`config.mk`:
```
export PLATFORM = sky130hd
export DESIGN_NAME = rf_write_arbiter_flat
export DESIGN_NICKNAME = d
export VERILOG_FILES = /design/src/rtl/rf_write_arbiter_if.sv /design/src/rtl/rf_write_arbiter.sv /design/src/flat_wrapper.sv
export SDC_FILE = /design/constraint.sdc
export NUM_CORES = 1
export LEC_CHECK = 0
export BUFFER_PORTS_ARGS = -buffer_cell sky130_fd_sc_hd__buf_2
export CAP_MARGIN = 20
export CELL_PAD_IN_SITES_DETAIL_PLACEMENT = 0
export CELL_PAD_IN_SITES_GLOBAL_PLACEMENT = 1
export CORE_UTILIZATION = 44
export DETAILED_ROUTE_END_ITERATION = 8
export PLACE_DENSITY_LB_ADDON = 0.1
export SLEW_MARGIN = 10
export SYNTH_ARGS = -nofsm -noshare
export SYNTH_HDL_FRONTEND = slang
export SYNTH_SLANG_ARGS = --single-unit
```
`constraint.sdc`:
```
create_clock -name clk -period 4.5 [get_ports clk]
set_input_delay 0.675 -clock clk [delete_from_list [all_inputs] [get_ports clk]]
set_output_delay 0.675 -clock clk [all_outputs]
set_load 0.02 [all_outputs]
```
`src/rtl/rf_write_arbiter_if.sv`:
```
// Source/sink bundle for the register-file write arbiter.
// The master side drives write requests; the slave side is the arbiter.
interface rf_write_arbiter_if #(
  parameter int unsigned DATA_W = 32,
  parameter int unsigned ADDR_W = 5
);
  logic              wb_valid;
  logic [ADDR_W-1:0] wb_addr;
  logic [DATA_W-1:0] wb_data;

  logic              st_valid;
  logic [ADDR_W-1:0] st_addr;
  logic [DATA_W-1:0] st_data;
  logic              st_ready;

  logic              ui_valid;
  logic [ADDR_W-1:0] ui_addr;
  logic [DATA_W-1:0] ui_data;
  logic              ui_ready;

  logic              rx_valid;
  logic [7:0]        rx_data;
  logic              rx_ready;

  logic              rf_we;
  logic [ADDR_W-1:0] rf_waddr;
  logic [DATA_W-1:0] rf_wdata;
  logic              rx_sel;
  logic [2:0]        pending;

  modport master (
    output wb_valid, wb_addr, wb_data,
    output st_valid, st_addr, st_data,
    output ui_valid, ui_addr, ui_data,
    output rx_valid, rx_data,
    input  st_ready, ui_ready, rx_ready,
    input  rf_we, rf_waddr, rf_wdata, rx_sel, pending
  );

  modport slave (
    input  wb_valid, wb_addr, wb_data,
    input  st_valid, st_addr, st_data,
    input  ui_valid, ui_addr, ui_data,
    input  rx_valid, rx_data,
    output st_ready, ui_ready, rx_ready,
    output rf_we, rf_waddr, rf_wdata, rx_sel, pending
  );
endinterface

```
`src/rtl/rf_write_arbiter.sv`:
```
// Merges pipeline, stall-replay, UI and UART writebacks onto one registered
// register-file write port, with one holding slot per backpressured source.
module rf_write_arbiter #(
  parameter int unsigned DATA_W     = 32,
  parameter int unsigned ADDR_W     = 5,
  parameter int unsigned UART_REG0  = 16,
  parameter int unsigned UART_REG1  = 17,
  parameter int unsigned STARVE_MAX = 8
) (
  input logic             clk,
  input logic             reset,
  rf_write_arbiter_if.slave bus
);

  localparam int unsigned CNT_W = 8;

  typedef struct packed {
    logic [ADDR_W-1:0] addr;
    logic [DATA_W-1:0] data;
  } req_t;

  typedef enum logic [2:0] {
    GNT_NONE = 3'd0,
    GNT_WB   = 3'd1,
    GNT_ST   = 3'd2,
    GNT_UI   = 3'd3,
    GNT_RX   = 3'd4
  } gnt_e;

  logic              r_st_full;
  req_t              r_st;
  logic              r_ui_full;
  req_t              r_ui;
  logic              r_rx_full;
  logic              r_rx_dst;
  logic [7:0]        r_rx_byte;
  logic              r_rx_sel;
  logic [CNT_W-1:0]  r_starve;
  logic              r_rf_we;
  logic [ADDR_W-1:0] r_rf_waddr;
  logic [DATA_W-1:0] r_rf_wdata;

  logic              w_wb_go;
  logic              w_starved;
  logic [ADDR_W-1:0] w_rx_addr;
  gnt_e              w_gnt;
  logic              w_st_clr;
  logic              w_ui_clr;
  logic              w_rx_clr;
  logic              w_st_keep;
  logic              w_ui_keep;
  logic              w_rx_cap;
  logic              w_we;
  logic [ADDR_W-1:0] w_waddr;
  logic [DATA_W-1:0] w_wdata;

  assign w_wb_go   = bus.wb_valid && (bus.wb_addr != '0);
  assign w_rx_addr = r_rx_dst ? ADDR_W'(UART_REG1) : ADDR_W'(UART_REG0);
  assign w_starved = r_rx_full && (r_starve >= CNT_W'(STARVE_MAX));

  // Fixed priority; a starved UART byte jumps ahead of st/ui but never wb.
  always_comb begin
    w_gnt = GNT_NONE;
    if (w_wb_go)        w_gnt = GNT_WB;
    else if (w_starved) w_gnt = GNT_RX;
    else if (r_st_full) w_gnt = GNT_ST;
    else if (r_ui_full) w_gnt = GNT_UI;
    else if (r_rx_full) w_gnt = GNT_RX;
  end

  // A held request to the same register as a granted wb is stale: drop it.
  assign w_st_clr = (w_gnt == GNT_ST) ||
                    (w_wb_go && r_st_full && (r_st.addr == bus.wb_addr));
  assign w_ui_clr = (w_gnt == GNT_UI) ||
                    (w_wb_go && r_ui_full && (r_ui.addr == bus.wb_addr));
  assign w_rx_clr = (w_gnt == GNT_RX) ||
                    (w_wb_go && r_rx_full && (w_rx_addr == bus.wb_addr));

  // Zero-register requests complete the handshake but are never stored.
  assign w_st_keep = bus.st_valid && !r_st_full && (bus.st_addr != '0);
  assign w_ui_keep = bus.ui_valid && !r_ui_full && (bus.ui_addr != '0);
  assign w_rx_cap  = bus.rx_valid && !r_rx_full;

  always_comb begin
    w_we    = 1'b0;
    w_waddr = '0;
    w_wdata = '0;
    case (w_gnt)
      GNT_WB: begin
        w_we    = 1'b1;
        w_waddr = bus.wb_addr;
        w_wdata = bus.wb_data;
      end
      GNT_ST: begin
        w_we    = 1'b1;
        w_waddr = r_st.addr;
        w_wdata = r_st.data;
      end
      GNT_UI: begin
        w_we    = 1'b1;
        w_waddr = r_ui.addr;
        w_wdata = r_ui.data;
      end
      GNT_RX: begin
        w_we    = 1'b1;
        w_waddr = w_rx_addr;
        w_wdata = DATA_W'(r_rx_byte);
      end
      default: ;
    endcase
  end

  always_ff @(posedge clk or negedge reset) begin
    if (!reset) begin
      r_st_full <= 1'b0;
      r_st      <= '0;
    end else if (w_st_keep) begin
      r_st_full <= 1'b1;
      r_st      <= '{addr: bus.st_addr, data: bus.st_data};
    end else if (w_st_clr) begin
      r_st_full <= 1'b0;
    end
  end

  always_ff @(posedge clk or negedge reset) begin
    if (!reset) begin
      r_ui_full <= 1'b0;
      r_ui      <= '0;
    end else if (w_ui_keep) begin
      r_ui_full <= 1'b1;
      r_ui      <= '{addr: bus.ui_addr, data: bus.ui_data};
    end else if (w_ui_clr) begin
      r_ui_full <= 1'b0;
    end
  end

  // UART slot latches its destination at capture; rx_sel flips per byte.
  always_ff @(posedge clk or negedge reset) begin
    if (!reset) begin
      r_rx_full <= 1'b0;
      r_rx_dst  <= 1'b0;
      r_rx_byte <= '0;
      r_rx_sel  <= 1'b0;
    end else if (w_rx_cap) begin
      r_rx_full <= 1'b1;
      r_rx_dst  <= r_rx_sel;
      r_rx_byte <= bus.rx_data;
      r_rx_sel  <= ~r_rx_sel;
    end else if (w_rx_clr) begin
      r_rx_full <= 1'b0;
    end
  end

  always_ff @(posedge clk or negedge reset) begin
    if (!reset) begin
      r_starve <= '0;
    end else if (!r_rx_full || w_rx_clr) begin
      r_starve <= '0;
    end else if (r_starve != '1) begin
      r_starve <= r_starve + CNT_W'(1);
    end
  end

  always_ff @(posedge clk or negedge reset) begin
    if (!reset) begin
      r_rf_we    <= 1'b0;
      r_rf_waddr <= '0;
      r_rf_wdata <= '0;
    end else begin
      r_rf_we <= w_we;
      if (w_we) begin
        r_rf_waddr <= w_waddr;
        r_rf_wdata <= w_wdata;
      end
    end
  end

  assign bus.st_ready = ~r_st_full;
  assign bus.ui_ready = ~r_ui_full;
  assign bus.rx_ready = ~r_rx_full;
  assign bus.rf_we    = r_rf_we;
  assign bus.rf_waddr = r_rf_waddr;
  assign bus.rf_wdata = r_rf_wdata;
  assign bus.rx_sel   = r_rx_sel;
  assign bus.pending  = {r_rx_full, r_ui_full, r_st_full};

endmodule

```
`src/flat_wrapper.sv`:
```
// flat-port wrapper written by rule: the top's interface ports become plain ports
module rf_write_arbiter_flat 
#(
  parameter int unsigned DATA_W     = 32,
  parameter int unsigned ADDR_W     = 5,
  parameter int unsigned UART_REG0  = 16,
  parameter int unsigned UART_REG1  = 17,
  parameter int unsigned STARVE_MAX = 8
)
  (clk, reset, bus_wb_valid, bus_wb_addr, bus_wb_data, bus_st_valid, bus_st_addr, bus_st_data, bus_ui_valid, bus_ui_addr, bus_ui_data, bus_rx_valid, bus_rx_data, bus_st_ready, bus_ui_ready, bus_rx_ready, bus_rf_we, bus_rf_waddr, bus_rf_wdata, bus_rx_sel, bus_pending);
  rf_write_arbiter_if #(.DATA_W(DATA_W), .ADDR_W(ADDR_W)) bus_i ();
  input logic clk;
  input logic reset;
  input wire logic [$bits(bus_i.wb_valid)-1:0] bus_wb_valid;
  input wire logic [$bits(bus_i.wb_addr)-1:0] bus_wb_addr;
  input wire logic [$bits(bus_i.wb_data)-1:0] bus_wb_data;
  input wire logic [$bits(bus_i.st_valid)-1:0] bus_st_valid;
  input wire logic [$bits(bus_i.st_addr)-1:0] bus_st_addr;
  input wire logic [$bits(bus_i.st_data)-1:0] bus_st_data;
  input wire logic [$bits(bus_i.ui_valid)-1:0] bus_ui_valid;
  input wire logic [$bits(bus_i.ui_addr)-1:0] bus_ui_addr;
  input wire logic [$bits(bus_i.ui_data)-1:0] bus_ui_data;
  input wire logic [$bits(bus_i.rx_valid)-1:0] bus_rx_valid;
  input wire logic [$bits(bus_i.rx_data)-1:0] bus_rx_data;
  output wire logic [$bits(bus_i.st_ready)-1:0] bus_st_ready;
  output wire logic [$bits(bus_i.ui_ready)-1:0] bus_ui_ready;
  output wire logic [$bits(bus_i.rx_ready)-1:0] bus_rx_ready;
  output wire logic [$bits(bus_i.rf_we)-1:0] bus_rf_we;
  output wire logic [$bits(bus_i.rf_waddr)-1:0] bus_rf_waddr;
  output wire logic [$bits(bus_i.rf_wdata)-1:0] bus_rf_wdata;
  output wire logic [$bits(bus_i.rx_sel)-1:0] bus_rx_sel;
  output wire logic [$bits(bus_i.pending)-1:0] bus_pending;
  assign bus_i.wb_valid = bus_wb_valid;
  assign bus_i.wb_addr = bus_wb_addr;
  assign bus_i.wb_data = bus_wb_data;
  assign bus_i.st_valid = bus_st_valid;
  assign bus_i.st_addr = bus_st_addr;
  assign bus_i.st_data = bus_st_data;
  assign bus_i.ui_valid = bus_ui_valid;
  assign bus_i.ui_addr = bus_ui_addr;
  assign bus_i.ui_data = bus_ui_data;
  assign bus_i.rx_valid = bus_rx_valid;
  assign bus_i.rx_data = bus_rx_data;
  assign bus_st_ready = bus_i.st_ready;
  assign bus_ui_ready = bus_i.ui_ready;
  assign bus_rx_ready = bus_i.rx_ready;
  assign bus_rf_we = bus_i.rf_we;
  assign bus_rf_waddr = bus_i.rf_waddr;
  assign bus_rf_wdata = bus_i.rf_wdata;
  assign bus_rx_sel = bus_i.rx_sel;
  assign bus_pending = bus_i.pending;
  rf_write_arbiter #(.DATA_W(DATA_W), .ADDR_W(ADDR_W), .UART_REG0(UART_REG0), .UART_REG1(UART_REG1), .STARVE_MAX(STARVE_MAX)) u_core (.clk(clk), .reset(reset), .bus(bus_i));
endmodule
```
* Word-level counts from Yosys, hierarchy flattened
Cells that the tools add are included.
** Word-level totals
- Memory bits (read-only) :: 0
- Output and inout port bits :: 45
- Register bits after elaboration :: 133
- Bits in latches :: 0
- Memories kept :: 0
- RAM bits :: 0
- Input port bits :: 125
** Operators by class
- Order comparisons :: 1
- Multiplexer cells :: 17
- Divide/modulo/power cells :: 0
- Reductions and logical operators :: 28
- $mul :: 0
- Add/sub/neg operators :: 1
- Equal/unequal tests :: 8
- Bitwise operators :: 4
- Shift-type cells :: 0
** Operators with widths (count)
- $pmux 32 s4 :: 1
- $pmux 5 s4 :: 1
- $mux 8 :: 2
- $eq 5x5->1 :: 3
- $mux 3 :: 5
- $reduce_bool 5->1 :: 3
- $logic_and 1x1->1 :: 13
- $add 8x1->8 const B :: 1
- $ge 8x4->1 const B :: 1
- $mux 1 :: 8
- $ne 8x8->1 const B :: 1
- $reduce_bool 2->1 :: 4
- $eq 3x2->1 const B :: 2
- $logic_or 1x1->1 :: 4
- $not 1->1 :: 4
- $reduce_or 4->1 :: 1
- $eq 3x1->1 const B :: 1
- $eq 3x3->1 const B :: 1
- $logic_not 1->1 :: 3

* Longest topological paths before layout
Gate-level depths: netlist of the first run.
- Depth after elaboration :: 9
- Mapped depth :: 6

* Least setup slack after synthesis of the first run
No wires, ideal clock.
- Path type :: input to register
- From :: in bus_st_addr[0]
- To :: reg u_core.r_st[17] (netlist bit)
- Buffers on the path :: 2
- Data required time :: 4.375 ns
- Arrival time :: 2.005 ns
- Cell stages on the path :: 5
- Library setup time :: 0.125 ns
- Setup slack :: 2.370 ns
- Cells stage by stage :: or4_1 > o21ai_1 > buf_4 > buf_4 > mux2_2
** Between the ends
- Word-level cells in the longest chain between the ends :: 2
** RTL lines
- from (decl) :: RTL line flat_wrapper.sv:18 : input wire logic [$bits(bus_i.st_addr)-1:0] bus_st_addr;
- $reduce_bool 5->1 :: RTL line rf_write_arbiter.sv:80 : assign w_st_keep = bus.st_valid && !r_st_full && (bus.st_addr != '0);
- $logic_and 1x1->1 :: RTL line rf_write_arbiter.sv:80
- to (signal assigned) :: RTL line rf_write_arbiter.sv:119 : r_st <= '{addr: bus.st_addr, data: bus.st_data};
- to (decl) :: RTL line rf_write_arbiter.sv:31 : req_t r_st;
No other way between the ends.
A chain may end at the register's enable or synchronous reset.

* Final worst setup path of the first run
- From :: in bus_st_addr[0]
- To :: reg u_core.r_st[10] (netlist bit)
The elaborated chain is that of the path after synthesis.

==> impl_metrics.env, run 1 <==
export IMPL_first_pass_iters=4
export IMPL_fillers=1182
export IMPL_die_w_um=120
export IMPL_drive_gt1_frac=0.423
export IMPL_irDropWorstVdd_mv=0.380
export IMPL_ys_warn_count=0
export IMPL_dpl_instance_area_um2=7060
export IMPL_whs_ps=361
export IMPL_min_path_type="input pin to async pin"
export IMPL_place_detailed_hpwl_um=10700
export IMPL_total_power_w=0.00481
export IMPL_synth_cell_types=47
export IMPL_ant_nets=0
export IMPL_cts_htree_levels=4
export IMPL_regArea_um2=3330
export IMPL_cts_buffers=17
export IMPL_row_count=42
export IMPL_hold_viol_final=0
export IMPL_die_area_um2=14400
export IMPL_drc=0
export IMPL_drt_iter0_markers=271
export IMPL_syn_inst=522
export IMPL_io_buffers=169
export IMPL_cts_setup_buffers=0
export IMPL_fin_area_um2=7670
export IMPL_die_h_um=120
export IMPL_setup_tns_ps=0
export IMPL_worst_setup_path_type="input pin to register"
export IMPL_root_buffer="clkbuf_16"
export IMPL_clk_pin_slew_ps=60
export IMPL_multiInputGateArea_um2=2580
export IMPL_cts_resized_gates=0
export IMPL_arrival_ps=2790
export IMPL_setup_ws_ps=2020
export IMPL_wl_per_cell_um=18.0
export IMPL_power_density_nw_per_um2=627
export IMPL_detailroute_via_count=4727
export IMPL_cp_data_required_time_ps=4800
export IMPL_grt_max_degree=104
export IMPL_maxCapViolCount=0
export IMPL_seq_area_frac_synth=0.543
export IMPL_fmax_mhz=403
export IMPL_clockBufferDepth=2
export IMPL_syn_area_um2=6120
export IMPL_path_max_fanout=25
export IMPL_cts_tree="built"
export IMPL_core_um2=13400
export IMPL_globalplace_congestion=0.790
export IMPL_final_setup_viol_count=0
export IMPL_avgSynthCellArea_um2=11.7
export IMPL_maxSlewViolCount=0
export IMPL_wirelength_um=15600
export IMPL_routed_via_density=5.45
export IMPL_clk_latency_ps=420
export IMPL_dp_slack_ps=1590
export IMPL_grt_pass1_wl_um=25000
export IMPL_cts_sinks=133
export IMPL_ys_ff_latch=133
export IMPL_fin_crit_sh=0.552
export IMPL_track_usage=0.229
export IMPL_ios=170
export IMPL_grt_pass1_vias=4836
export IMPL_postCtsHoldBufs=0
export IMPL_antenna_found_initial=0
export IMPL_diodes=0
export IMPL_grt_ovfl_total=0
export IMPL_final_nets=806
export IMPL_outcome="complete, no violations"
export IMPL_maxSlewHeadroom=0.308
export IMPL_fin_skew_ps=11.4
export IMPL_timing_reg2reg_setup_slack_ps=2210
export IMPL_worst_setup_path_end_kind="register"
export IMPL_critPathLaunchType="input pin"
export IMPL_syn_nets=649
export IMPL_area_growth_pct=25.3
export IMPL_power_leakage_nw=3.55
export IMPL_initial_core_util=0.457
export IMPL_rsz0062_at_grt="no"
export IMPL_period_needed_ps=2480
export IMPL_tightest_slew_ps=1030
## worst paths after layout
check                                          startpoint                                 end  cells after the start
hold reg to reg               u_core.r_st[23]$_DFFE_PN0P_         u_core.r_st[23]$_DFFE_PN0P_                      1
max in group asynchronous                           reset  u_core.bus.rf_wdata[6]$_DFFE_PN0P_                      2
setup reg to reg           u_core.r_starve[6]$_DFFE_PN0P_  u_core.bus.rf_waddr[2]$_DFFE_PN0P_                      4
min in group clk                           bus_st_addr[3]         u_core.r_st[35]$_DFFE_PN0P_                      3
setup / recovery                           bus_st_addr[0]         u_core.r_st[10]$_DFFE_PN0P_                      5
hold / removal                                      reset         u_core.r_ui[24]$_DFFE_PN0P_                      1
## registers in the layout (all words and copies together) (netlist names)
register / flops
u_core.bus.rf_waddr: 5
u_core.bus.rf_wdata: 32
u_core.bus.rf_we: 1
u_core.bus.rx_sel: 1
u_core.r_rx_byte: 8
u_core.r_rx_dst: 1
u_core.r_rx_full: 1
u_core.r_st: 37
u_core.r_st_full: 1
u_core.r_starve: 8
u_core.r_ui: 37
u_core.r_ui_full: 1
## worst max-delay path: stages
cell and delay (ps):
buf_2 100, or4_1 560, o21ai_4 720, buf_4 360
mux2_2 360
## where the power goes
part | leakage, nW | switching, W | internal [W]
clock network | 0.282 | 0.000534 | 0.000889
registers | 1.59 | 0.000296 | 0.00163
logic | 1.68 | 0.000773 | 0.000688
## synthesized netlist by cell type, drive strengths merged
cell | instances | area (um^2)
a2bb2oi | 3 | 26.3
o31a | 2 | 26.3
o221a | 2 | 22.5
a222oi | 1 | 10.0
and3 | 3 | 18.8
clkbuf | 16 | 60.1
xor2 | 7 | 61.3
a211o | 2 | 17.5
mux2i | 6 | 60.1
and2 | 8 | 50.1
a31oi | 2 | 12.5
o32a | 3 | 30.0
o211ai | 1 | 12.5
or4 | 2 | 15.0
nand2 | 57 | 214
buf | 22 | 159
nand2b | 1 | 6.26
a21oi | 2 | 10.0
o2111ai | 3 | 26.3
o21a | 1 | 7.51
ha | 2 | 25.0
o22ai | 1 | 6.26
nor2b | 4 | 25.0
or3 | 3 | 23.8
o41ai | 2 | 17.5
xnor2 | 8 | 70.1
o31ai | 1 | 21.3
nand4 | 17 | 106
nor3 | 8 | 40.0
mux2 | 73 | 822
a221o | 1 | 10.0
a22oi | 28 | 210
o21ai | 34 | 170
inv | 7 | 26.3
nor2 | 14 | 60.1
nand3 | 13 | 65.1
dfrtp | 133 | 3330
a22o | 28 | 245
or2 | 1 | 6.26
## layer usage
metal	share of wire	GRT usage	up-vias
li1	-	-	2222
met1	0.43	0.295	2351
met2	0.49	0.375	138
met3	0.063	0.0556	16
met4	0.014	0.0820	0
met5	0	0	-
## per-stage QoR
stage,std cells,utilization
finish,868,0.572
global route,868,0.572
CTS,868,0.572
detailed placement,836,0.527
global placement,836,0.527
floorplan,522,-
## logic make-up (layout without fill, tap and decap cells)
logic type               after synthesis  after routing  share of synthesized area
AO/OA/AOI/OAI                        117            117                      0.144
XOR/XNOR                              15             15                     0.0215
adder cells (fa/ha/maj)                2              2                    0.00409
buffers and inverters                 45            215                     0.0400
flip-flops                           133            133                      0.543
multiplexers                          79             79                      0.144
AND/OR/NAND/NOR                      131            131                      0.103
## area by class of cell
class,count,share of cell area
Tap cell,176,0.0287
Inverter,7,0.00343
Sequential cell,133,0.434
Clock buffer,18,0.0572
Timing Repair Buffer,176,0.118
Clock inverter,14,0.0228
Multi-Input combinational cell,344,0.336
## cell usage in the layout, fill, tap and decap left out, drive strengths merged, types with 7 or more instances in the layout
cell,instances
nand4,17
dfrtp,133
mux2,73
buf,176
inv,10
clkbuf,18
xor2,7
nand3,13
nor2,14
a22oi,28
xnor2,8
and2,8
a22o,28
o21ai,34
nand2,57
nor3,8
(Power assumes the default switching activity.)
==> inputs of run 2 (changes only) <==
CORE_UTILIZATION = 41   (was 44)
clock period = 2.5 ns   (was 4.5 ns; I/O delays follow)
==> run 2 against run 1 <==
  * Combinational power is 86% higher
  * Core utilization decreased by 3.3 points
  * Power increased by 84%
  * Largest cell class unchanged
  * Highest routed layer unchanged
==> impl_metrics.env, run 2 (same netlist as run 1, synthesis figures left out) <==
export IMPL_power_leakage_nw=3.65
export IMPL_fmax_mhz=503
export IMPL_setup_tns_ps=0
export IMPL_io_buffers=169
export IMPL_rsz0062_at_grt="no"
export IMPL_fin_crit_sh=0.795
export IMPL_cp_data_required_time_ps=2850
export IMPL_layout_common_cells="168 x buf_2, 132 x dfrtp_1, 73 x mux2_2"
export IMPL_seqPwrFrac=0.393
export IMPL_postCtsHoldBufs=1
export IMPL_dp_slack_ps=494
export IMPL_fillers=1338
export IMPL_final_setup_viol_count=0
export IMPL_dpl_instance_area_um2=7200
export IMPL_place_detailed_hpwl_um=11400
export IMPL_hold_viol_final=0
export IMPL_p_comb_frac=0.307
export IMPL_critPathLaunchType="register"
export IMPL_area_growth_pct=28.0
export IMPL_clockBufferDepth=2
export IMPL_cts_resized_gates=0
export IMPL_ios=170
export IMPL_track_usage=0.220
export IMPL_antenna_found_initial=0
export IMPL_core_um2=14500
export IMPL_detailroute_via_count=4759
export IMPL_die_h_um=124
export IMPL_initial_core_util=0.421
export IMPL_final_nets=818
export IMPL_wl_per_cell_um=18.1
export IMPL_fin_area_um2=7840
export IMPL_cts_setup_buffers=0
export IMPL_drt_iter0_markers=279
export IMPL_irDropWorstVdd_mv=0.527
export IMPL_worst_setup_path_type="register to register"
export IMPL_maxSlewViolCount=0
export IMPL_clk_latency_ps=410
export IMPL_cts_sinks=133
export IMPL_wirelength_um=16100
export IMPL_grt_pass1_vias=4977
export IMPL_clk_pin_slew_ps=60
export IMPL_outcome="complete, no violations"
export IMPL_final_util=0.540
export IMPL_first_pass_iters=5
export IMPL_regArea_um2=3330
export IMPL_setup_ws_ps=512
export IMPL_tightest_slew_ps=592
export IMPL_p_sw_w=0.00289
export IMPL_intPower_w=0.00595
export IMPL_swShare=0.327
export IMPL_layout_commonest_cell="buf_2"
export IMPL_globalplace_congestion=0.787
export IMPL_power_density_nw_per_um2=1130
export IMPL_p_clk_frac=0.300
export IMPL_grt_ovfl_total=0
export IMPL_cts_buffers=17
export IMPL_die_w_um=124
export IMPL_row_count=44
export IMPL_grt_max_degree=84
export IMPL_ant_nets=0
export IMPL_cts_tree="built"
export IMPL_diodes=0
export IMPL_drc=0
export IMPL_worst_setup_path_end_kind="register"
export IMPL_fin_skew_ps=5.81
export IMPL_grt_pass1_wl_um=26500
export IMPL_path_max_fanout=10
export IMPL_maxCapViolCount=0
export IMPL_routed_via_density=5.36
export IMPL_root_buffer="clkbuf_16"
export IMPL_arrival_ps=2330
export IMPL_period_needed_ps=1990
export IMPL_drive_gt1_frac=0.432
export IMPL_maxSlewHeadroom=0.601
export IMPL_cts_htree_levels=4
export IMPL_multiInputGateArea_um2=2580
export IMPL_timing_reg2reg_setup_slack_ps=510
export IMPL_die_area_um2=15400
export IMPL_min_path_type="input pin to register"
-- run 2: power by group through the flow --
stage	clock (W)	sequential [W]	combinational [W]
finish	0.00265	0.00347	0.00272
global route	0.00281	0.00357	0.00301
CTS	0.00270	0.00347	0.00275
detailed placement	0	0.00349	0.00273
global placement	0	0.00347	0.00267
floorplan	0	0.00354	0.00175
-- run 2: path summary, 6_finish.rpt --
| kind | startpoint | to | depth (start not counted) |
|---|---|---|---|
| worst max-delay path | u_core.r_starve[6]$_DFFE_PN0P_ | u_core.bus.rf_wdata[5]$_DFFE_PN0P_ | 5 |
| worst min-delay path | bus_st_addr[0] | u_core.r_st[32]$_DFFE_PN0P_ | 3 |
| worst max register to register | u_core.r_starve[6]$_DFFE_PN0P_ | u_core.bus.rf_wdata[5]$_DFFE_PN0P_ | 5 |
| worst min register to register | u_core.bus.rx_sel$_DFFE_PN0P_ | u_core.bus.rx_sel$_DFFE_PN0P_ | 1 |
| max in group asynchronous | reset | u_core.r_st_full$_DFFE_PN0P_ | 3 |
| min in group asynchronous | reset | u_core.r_ui[29]$_DFFE_PN0P_ | 2 |
-- run 2: routing by layer --
metal	share of wire	wire length [um]	global-route usage	vias up
li1	-	-	-	2247
met1	0.45	7200	0.287	2342
met2	0.48	7680	0.350	155
met3	0.064	1030	0.0711	15
met4	0.012	189	0.0624	0
met5	0	0	0	-
-- run 2: stage by stage --
stage	std cells	power, W	hold slack, ps
global route	888	0.00939	164
finish	888	0.00883	168
CTS	888	0.00892	156
floorplan	522	0.00529	79.4
detailed placement	855	0.00623	174
global placement	855	0.00614	174
-- run 2: worst max-delay path, cell delays in order (launching register included) --
cell and delay, ps:
dfrtp_1 400, or3_1 470, o21ai_0 520, buf_4 290
nand4_1 120, nand4_1 130
-- run 2: cell type report --
type,instances,area share
sequential,133,0.425
multi-input combinational,344,0.328
clock buffer,19,0.0578
inverter,7,0.00335
timing repair buffer,188,0.134
clock inverter,13,0.0230
tap,184,0.0294
==> inputs of run 3 (changes only) <==
ABC_AREA = 1   (was unset)
CORE_UTILIZATION = 39   (was 41)
clock period = 2 ns   (was 2.5 ns; I/O delays follow)
==> run 3 against run 2 <==
  * Die area up 11%
  * Flip-flop and latch count unchanged
  * Critical path depth down 2
  * Power up 27%
  * Via count up 20%
  * Non-clock buffer count down 1
  * Synthesized cell count up 43%
  * Highest routed layer unchanged
  * Sequential share of layout area down 1.6 points
  * Core utilization down 3.2 points
  * Register-to-register slack worse by 140 ps
  * Cell count up 27%
==> impl_metrics.env, run 3 <==
export IMPL_synth_top_area_frac=0.515
export IMPL_outcome="complete, no violations"
export IMPL_detailroute_via_count=5690
export IMPL_path_max_fanout=11
export IMPL_rsz0062_at_grt="no"
export IMPL_cts_tree="built"
export IMPL_synthTopCellsByArea="dfrtp_1 51%, nand4_1 10%, nand2_1 8.5%, inv_1 5.3%, o21ai_0 5.1%"
export IMPL_cp_slowest_cell="dfrtp_1"
export IMPL_grt_max_degree=59
export IMPL_die_w_um=131
export IMPL_fillers=1575
export IMPL_tightest_slew_ps=671
export IMPL_ios=170
export IMPL_cp_top_family="buffers and inverters"
export IMPL_core_um2=16100
export IMPL_maxCapViolCount=0
export IMPL_final_nets=1026
export IMPL_critPathLaunchType="register"
export IMPL_track_usage=0.233
export IMPL_synthSimpleGateAreaFrac=0.276
export IMPL_drc=0
export IMPL_fmax_mhz=569
export IMPL_fin_skew_ps=7.97
export IMPL_clockBufferDepth=2
export IMPL_top_usage_layer="met1"
export IMPL_io_buffers=169
export IMPL_path_buf_inv=3
export IMPL_synth_adder_area_share=0.00387
export IMPL_power_density_nw_per_um2=1380
export IMPL_period_needed_ps=1760
export IMPL_ys_ff_latch=133
export IMPL_arrival_ps=1460
export IMPL_final_setup_viol_count=0
export IMPL_regArea_um2=3330
export IMPL_cts_sinks=133
export IMPL_irDropWorstVdd_mv=0.684
export IMPL_ant_nets=0
export IMPL_max_stage_delay_ps=490
export IMPL_synth_mux_area_frac=0.0157
export IMPL_multiInputGateArea_um2=2480
export IMPL_synth_top_area_cell="dfrtp_1"
export IMPL_cts_setup_buffers=0
export IMPL_setup_tns_ps=0
export IMPL_grt_ovfl_total=0
export IMPL_worst_setup_path_end_kind="output pin"
export IMPL_maxSlewHeadroom=0.552
export IMPL_power_leakage_nw=4.20
export IMPL_syn_nets=873
export IMPL_cts_htree_levels=4
export IMPL_wirelength_um=18900
export IMPL_synth_compound_area_frac=0.0660
export IMPL_grt_pass1_vias=5557
export IMPL_synth_xor_area_frac=0.0203
export IMPL_layout_common_cells="168 x buf_2, 146 x nand2_1, 133 x dfrtp_1"
export IMPL_yosysMostFrequentCell="nand2_1"
export IMPL_syn_area_um2=6470
export IMPL_synth_common_cells="146 x nand2_1, 133 x dfrtp_1, 104 x nand4_1"
export IMPL_root_buffer="clkbuf_16"
export IMPL_cts_buffers=17
export IMPL_dpl_instance_area_um2=7480
export IMPL_grt_pass1_wl_um=29600
export IMPL_min_path_type="input pin to register"
export IMPL_place_detailed_hpwl_um=13400
export IMPL_seq_area_frac_synth=0.515
export IMPL_layout_commonest_cell="buf_2"
export IMPL_die_area_um2=17100
export IMPL_syn_inst=746
export IMPL_cp_data_required_time_ps=1700
export IMPL_row_count=46
export IMPL_synth_edf_count=0
export IMPL_first_pass_iters=5
export IMPL_maxSlewViolCount=0
export IMPL_hold_viol_final=0
export IMPL_wl_per_cell_um=16.7
export IMPL_antenna_found_initial=1
export IMPL_cp_cell_sequence="inv_1 > buf_4 > buf_2"
export IMPL_avgSynthCellArea_um2=8.67
export IMPL_async_flop_share=1.00
export IMPL_synth_cell_types=34
export IMPL_initial_core_util=0.403
export IMPL_clk_pin_slew_ps=60
export IMPL_fin_area_um2=8150
export IMPL_die_h_um=131
export IMPL_drive_gt1_frac=0.273
export IMPL_routed_via_density=5.04
export IMPL_clk_latency_ps=420
export IMPL_drt_iter0_markers=306
export IMPL_area_growth_pct=26.0
export IMPL_grtUsageMet3=0.0509
export IMPL_synth_top_family_by_area="simple AND/OR/NAND/NOR gates"
export IMPL_yosys_most_used_dff="dfrtp_1"
export IMPL_whs_ps=105
export IMPL_fin_crit_sh=0.878
export IMPL_grt_use_met1=0.341
export IMPL_grt_util_met2=0.339
export IMPL_worst_setup_path_type="register to output pin"
export IMPL_globalplace_congestion=0.884
export IMPL_ys_warn_count=0
run 3: changes by cell type after synthesis, sizes merged, moves of 8 or more:
cell	change
nand2	+95
nand4	+88
inv	+87
mux2	-64
nand3	+38
o21ai	+32
a22o	-28
a22oi	-28
nor2	+27
buf	+21
a21oi	+10
and2	-8
run 3: layout make-up:
cell class                      instances  share of cell area
Inverter                               94              0.0436
Tap cell                              216              0.0332
Multi-Input combinational cell        466               0.304
Antenna cell                            1            0.000307
Timing Repair Buffer                  187               0.129
Clock buffer                           21              0.0565
Sequential cell                       133               0.408
Clock inverter                         11              0.0244
run 3: report_power, final:
part / switching (W) / internal (W)
combinational: 0.00218 / 0.00119
clock: 0.00122 / 0.00228
sequential: 0.000703 / 0.00367
run 3: repair_timing:
action	in CTS	in global routing
hold buffers	1	0
gates resized for setup	0	0
endpoints found under the hold margin	31	0
run 3: logic make-up after synthesis:
family | after synthesis
mux | 9
buf+inv | 147
xor+xnor | 15
compound gates | 81
flops | 133
simple gates | 359
fa+ha+maj | 2
run 3: per-stage QoR:
stage / utilization / total power [W] / setup WS, ps / cells
6_report: 0.507 / 0.0112 / 243 / 1129
5_1_grt: 0.507 / 0.0119 / 183 / 1128
4_1_cts: 0.507 / 0.0113 / 242 / 1128
3_5_place_dp: 0.466 / 0.00779 / 284 / 1095
3_3_place_gp: 0.466 / 0.00771 / 331 / 1095
2_1_floorplan: - / 0.00649 / 656 / 746
run 3: metal layers:
layer / wire length (um) / vias up
li1: - / 2800
met1: 9430 / 2704
met4: 238 / 0
met3: 993 / 18
met2: 8220 / 168
met5: 0 / -
run 3: path summary, 6_finish.rpt:
kind                       depth (start not counted)                                  end  slack, ps                    startpoint
max                                                3                         bus_rx_ready        240  u_core.r_rx_full$_DFFE_PN0P_
min in group asynchronous                          2           u_core.r_st[1]$_DFFE_PN0P_        340                         reset
min                                                2      u_core.r_rx_byte[2]$_DFFE_PN0P_        100                bus_rx_data[2]
max reg2reg                                        7   u_core.bus.rf_waddr[4]$_DFFE_PN0P_        370  u_core.r_rx_full$_DFFE_PN0P_
min reg2reg                                        2          u_core.r_ui[11]$_DFFE_PN0P_        480   u_core.r_ui[11]$_DFFE_PN0P_
max in group asynchronous                          3  u_core.bus.rf_wdata[30]$_DFFE_PN0P_       1020                         reset
